### src/rtl/pc_fetch.sv
// pc_fetch: IF-stage PC register and IDLE/REQ/HOLD instruction-fetch FSM.
// Optional PC_MISALIGN_CHECK_EN blocks fetches from non-word-aligned PCs.
module pc_fetch (
   input  logic        clk_i,
   input  logic        rst_i,
   input  logic        start_i,
   input  logic [31:0] pc_i,
   input  logic        flush_i,
   input  logic        stall_i,
   input  logic        ready_i,
   output logic        imem_req_o,
   output logic [31:0] imem_addr_o,
   input  logic        imem_ack_i,
   input  logic [31:0] imem_data_i,
   output logic [31:0] pc_o,
   output logic [31:0] pc_plus4_o,
   output logic [31:0] instr_o,
`ifdef PC_MISALIGN_CHECK_EN
   output logic        misalign_o,
`endif
   output logic        valid_o
);
   localparam logic [1:0] IDLE = 2'd0;
   localparam logic [1:0] REQ  = 2'd1;
   localparam logic [1:0] HOLD = 2'd2;
   logic [1:0]  state_q, state_d;
   logic [31:0] pc_q, pc_d, instr_q, instr_d, redir_pc_q, redir_pc_d;
   logic        valid_q, valid_d, redir_pend_q, redir_pend_d, start_ok;
`ifdef PC_MISALIGN_CHECK_EN
   logic        misalign_q, misalign_d;
   assign start_ok   = start_i & ~misalign_q;
   assign misalign_o = misalign_q;
`else
   assign start_ok   = start_i;
`endif
   always_comb begin
      state_d      = state_q;
      pc_d         = pc_q;
      instr_d      = instr_q;
      valid_d      = valid_q;
      redir_pc_d   = redir_pc_q;
      redir_pend_d = redir_pend_q;
      case (state_q)
         IDLE: begin
            if (flush_i) pc_d = pc_i;
            if (start_ok) state_d = REQ;
         end
         REQ: begin
            // a flush during an outstanding request is deferred until its ack
            if (imem_ack_i) begin
               redir_pend_d = 1'b0;
               if (flush_i) pc_d = pc_i;
               else if (redir_pend_q) pc_d = redir_pc_q;
               else begin
                  instr_d = imem_data_i;
                  valid_d = 1'b1;
                  state_d = HOLD;
               end
            end else if (flush_i) begin
               redir_pc_d   = pc_i;
               redir_pend_d = 1'b1;
            end
         end
         HOLD: begin
            if (flush_i) begin
               pc_d    = pc_i;
               valid_d = 1'b0;
               state_d = REQ;
            end else if (ready_i && !stall_i) begin
               pc_d    = pc_i;
               valid_d = 1'b0;
               state_d = start_ok ? REQ : IDLE;
            end
         end
         default: state_d = IDLE;
      endcase
`ifdef PC_MISALIGN_CHECK_EN
      misalign_d = misalign_q;
      if (state_d == REQ && pc_d[1:0] != 2'b00) begin
         state_d      = IDLE;
         redir_pend_d = 1'b0;
         misalign_d   = 1'b1;
      end
`endif
   end
   always_ff @(posedge clk_i or negedge rst_i) begin
      if (!rst_i) begin
         state_q      <= IDLE;
         pc_q         <= '0;
         instr_q      <= '0;
         valid_q      <= 1'b0;
         redir_pc_q   <= '0;
         redir_pend_q <= 1'b0;
`ifdef PC_MISALIGN_CHECK_EN
         misalign_q   <= 1'b0;
`endif
      end else begin
         state_q      <= state_d;
         pc_q         <= pc_d;
         instr_q      <= instr_d;
         valid_q      <= valid_d;
         redir_pc_q   <= redir_pc_d;
         redir_pend_q <= redir_pend_d;
`ifdef PC_MISALIGN_CHECK_EN
         misalign_q   <= misalign_d;
`endif
      end
   end
   assign imem_req_o  = (state_q == REQ);
   assign imem_addr_o = pc_q;
   assign pc_o        = pc_q;
   assign pc_plus4_o  = pc_q + 32'd4;
   assign instr_o     = instr_q;
   assign valid_o     = valid_q;
endmodule

### config.mk
export PLATFORM = sky130hd
export DESIGN_NAME = pc_fetch
export DESIGN_NICKNAME = d
export VERILOG_FILES = /design/src/rtl/pc_fetch.sv
export SDC_FILE = /design/constraint.sdc
export NUM_CORES = 1
export LEC_CHECK = 0
export ABC_AREA = 1
export BUFFER_PORTS_ARGS = -buffer_cell sky130_fd_sc_hd__buf_4
export CORE_UTILIZATION = 54
export DETAILED_ROUTE_END_ITERATION = 8
export GPL_TIMING_DRIVEN = 0
export PLACE_DENSITY = 0.86
export SLEW_MARGIN = 30
export SYNTH_ARGS = -nofsm -noshare
export SYNTH_HDL_FRONTEND = slang
export SYNTH_SLANG_ARGS = --single-unit
### constraint.sdc
create_clock -name clk_i -period 4.2 [get_ports clk_i]
set_input_delay 0.84 -clock clk_i [delete_from_list [all_inputs] [get_ports clk_i]]
set_output_delay 0.84 -clock clk_i [all_outputs]
set_load 0.1 [all_outputs]
# Word level (Yosys, flattened, before mapping)
# Index checks and enable logic that the tools add are counted.
# classes
n_addsub	1
eq_ne	9
mux	23
bitwise	3
n_reduce_logical	12
# op_table
cell	count
32-bit two-way mux	6
32-bit one-hot mux with 3 select lines	1
32-bit by 3-bit adder with 32-bit output (second input constant)	1
5-bit AND reduction	3
2-bit two-way mux	6
1-bit two-way mux	8
2-bit inequality test (second input constant)	4
2-bit one-hot mux with 3 select lines	1
4-bit AND reduction	1
2-bit nonzero test	2
3-bit by 2-bit inequality test with 1-bit output (second input constant)	1
3-bit inequality test (second input constant)	1
1-bit NOT	3
3-bit AND reduction	1
3-bit nonzero test	1
2-bit by 1-bit == test with 1-bit output (second input constant)	1
2-bit == test (second input constant)	1
2-bit logical NOT	1
2-bit by 1-bit inequality test with 1-bit output (second input constant)	1
1-bit one-hot mux with 2 select lines	1
2-bit AND reduction	1
1-bit logical AND	1
1-bit logical NOT	1
# totals
reg_bits	100
inputBits	71
out_inout_bits	130
wordCells	54

# Logic depth before layout (Yosys ltp)
# logic_depth
ltp_word	5
depth_mapped	9

# Worst setup path after synthesis
# Ideal clock, no wire load.
# synth_path
kind	flip-flop to output port
startpoint	register pc_q[2], in the netlist imem_addr_o[2]
endpoint	output pc_plus4_o[11]
arrival_time_ns	3.733
required_ns	3.360
setup_slack_ns	-0.373
stages_incl_launch_ff	6
n_path_buf	0
path_cell_list	dfrtp_1 > inv_1 > nor2_1 > nand2_1 > nor2_1 > xor2_1
# synth_between
elab_chain_cells	1
# synth_lines
element	line	rtl
from (decl)	27	logic [31:0] pc_q, pc_d, instr_q, instr_d, redir_pc_q, redir_pc_d;
from (signal assigned)	99	pc_q <= pc_d;
32-bit by 3-bit adder with 32-bit output	112	assign pc_plus4_o = pc_q + 32'd4;
to (decl)	16	output logic [31:0] pc_plus4_o,
# Every way passes these cells.

# Worst setup path after layout
# layout_path
startpoint	register pc_q[3], in the netlist imem_addr_o[3]
endpoint	output pc_plus4_o[14]
# The elaborated chain is that of the path after synthesis.

==> impl_metrics.csv <==
group,metric,value,unit
placement,portBuffers,200,
timing,skew,0.009243,ns
timing,report.final.slew_viol_count,0,
floorplan,die_h,103.0,um
setup_path,end_kind,"output pin",
global_route,antenna_found_initial,0,
routing,wl,14050,um
setup_path,crit_top_cell,"nor2_1",
timing,max_freq,318.9,MHz
setup_path,crit_path_max_fanout,6,
synth,synth_nets,812,
timing,min_period_over_period,0.7466,
setup_path,crit_type,"reg2out",
placement,routabilityCongestion,0.9295,
timing,period_needed,3.136,ns
timing,tightest_slew,0.7744,ns
run_status,status,"completed",
finish,mostFrequentLayoutCell,"nand2_1",
flow_run,drv_cap,0,
timing,rsz0062_at_grt,"no",
timing,finalSetupViolCount,0,
synth,yosysSeqAreaShare,0.4546,
floorplan,die-area,0.01060,mm^2
setup_path,cp_cell_sequence,"ha_1 > inv_1 > nor2_1 > nand2_1 > nor2_1 > xor2_1 > buf_4",
worst_hold_path,hp-class,"reg2reg",
timing,hold_violations,0,
setup_path,crit_path_start_kind,"flop",
floorplan,num_io_pins,201,
clock_network,post_cts_resize_count,0,
global_route,grt_pass1_vias,4771,
setup_path,cp_data_required_time,3.36,ns
finish,drive_above_1_share,0.3089,
finish,syn2layout_area_growth,34.37,%
routing,drc,0,
finish,antenna_cells,0,
clock_network,clkLatencyLatePin,0.36,ns
clock_network,clockBufferDepth,2,
synth,yosysWarnings,0,
global_route,grt_start_max_net_pins,101,
routing,drtAntennaViolNets,0,
timing,slew_headroom,0.4837,
clock_network,cts_tree,"done",
floorplan,start_util,0.5605,
finish,fin_util,0.7532,
placement,dp_hpwl,10880,um
finish,fin_nets,1023,
clock_network,cts-root-buf,"clkbuf_8",
synth,syn_area,0.005504,mm^2
global_route,overflow,0,
setup_path,cp_data_arrival_time,2.30,ns
routing,post_drt_via_cell_ratio,4.865,
setup_path,cp_num_buf_inv,2,
finish,nFillCells,782,
synth,synth_cells,740,
floorplan,rows,36,
global_route,grt_pass1_wl,22310,um
clock_network,numCtsBuffers,9,
setup_path,cp_top_family,"simple AND/OR/NAND/NOR gates",
clock_network,clkTransAtPathRegs,0.10,ns
floorplan,fp.dieW,103.0,um
synth,synth.distinct_cells,28,
floorplan,core_region_area,0.009819,mm^2
synth,syn_area_per_cell,7.438,um^2
finish,mostFrequentLayoutCells,"261 x nand2_1, 234 x buf_4, 100 x dfrtp_1, 90 x inv_1, 78 x nor2_1",
routing,drt-initial-drc-count,240,
clock_network,postCtsSetupRepairBufs,0,
setup_path,crit_slowest_cell,"dfrtp_1",
synth,synth_seq_cells,100,
routing,dr.pass1.iters,5,
setup_path,slowest_delay,0.50,ns
routing,routedWlPerCell,12.92,um
clock_network,cts_hold_buf,0,
clock_network,numClockSinks,100,
global_route,gr-usage-all-layers,0.2757,
routing,num_vias,5293,
clock_network,cts_max_level,3,
-- path summary, 6_finish.rpt --
check,startpoint,endpoint,slack (ns),cells after the start
min reg2reg,instr_o[28],instr_o[28],0.49,2
max in group asynchronous,rst_i,redir_pc_q[29],3.10,1
min,instr_o[28],instr_o[28],0.49,2
min in group asynchronous,rst_i,instr_o[18],0.54,1
max,imem_addr_o[3],pc_plus4_o[14],1.06,7
max reg2reg,state_q[1],imem_addr_o[8],2.71,8
-- tightest hold or removal path: stages (launching register included) --
cell and delay (ns):
dfrtp_1 0.36, nand2_1 0.05, o21ai_0 0.06
-- per-stage QoR --
step | hold slack [ns] | setup slack, ns | setup TNS [ns] | cell area [um^2] | std cells
2_1_floorplan | 0.4594 | -0.3219 | -0.3219 | 5549 | 740
5_1_grt | 0.5229 | 0.8698 | 0 | 7396 | 1088
3_5_place_dp | 0.4744 | 1.445 | 0 | 7221 | 1073
4_1_cts | 0.4992 | 1.038 | 0 | 7393 | 1088
6_report | 0.4938 | 1.064 | 0 | 7396 | 1088
3_3_place_gp | 0.4671 | 1.456 | 0 | 7217 | 1073
-- routing by layer --
layer / global-route usage / vias to the layer above / part of all wire
met4: 0.1138 / 0 / 0.030
met5: 0 / - / 0
met2: 0.4754 / 217 / 0.49
met3: 0.05559 / 31 / 0.076
met1: 0.3388 / 2400 / 0.40
li1: - / 2645 / -
-- state kept, by name (all words and copies together) (netlist names) --
signal and cells:
imem_addr_o 32, instr_o 32, redir_pc_q 32, state_q 2, redir_pend_q 1, valid_o 1
-- final cells by class --
cell class                      count  area [um^2]  share of cell area
Multi-Input combinational cell    488         2222              0.3005
Sequential cell                   100         2502              0.3384
Timing Repair Buffer              200         1508              0.2039
Inverter                           92        347.8             0.04703
Clock inverter                      6        48.80            0.006598
Tap cell                          133        166.4             0.02250
Buffer                             60        476.7             0.06446
Clock buffer                        9        123.9             0.01675
-- kinds of logic (layout without fill, tap and decap cells) --
family	count (synthesis)	count (layout)	share of synthesized area
adders and majority gates	1	1	0.002273
DFF	100	100	0.4546
buffers and inverters	152	367	0.1498
xor gates and xnor gates	15	15	0.02387
and+or+nand+nor	374	374	0.2789
AOI/OAI and AO/OA	98	98	0.09048
-- cells in the mapped netlist, drive strengths merged --
| master | number | area (um^2) |
|---|---|---|
| a21oi | 30 | 150.1 |
| a22oi | 1 | 7.510 |
| a31oi | 1 | 6.260 |
| buf | 56 | 461.7 |
| clkbuf | 4 | 15.01 |
| dfrtp | 100 | 2502 |
| ha | 1 | 12.51 |
| inv | 92 | 347.8 |
| nand2 | 267 | 1022 |
| nand3 | 19 | 142.6 |
| nand3b | 5 | 37.54 |
| nor2 | 82 | 327.8 |
| nor3 | 1 | 5.000 |
| o21ai | 66 | 334.1 |
| xnor2 | 6 | 52.55 |
| xor2 | 9 | 78.83 |
Power is not shown: default switching activity piles up to over one toggle a cycle in this logic, so the estimate is an artifact.
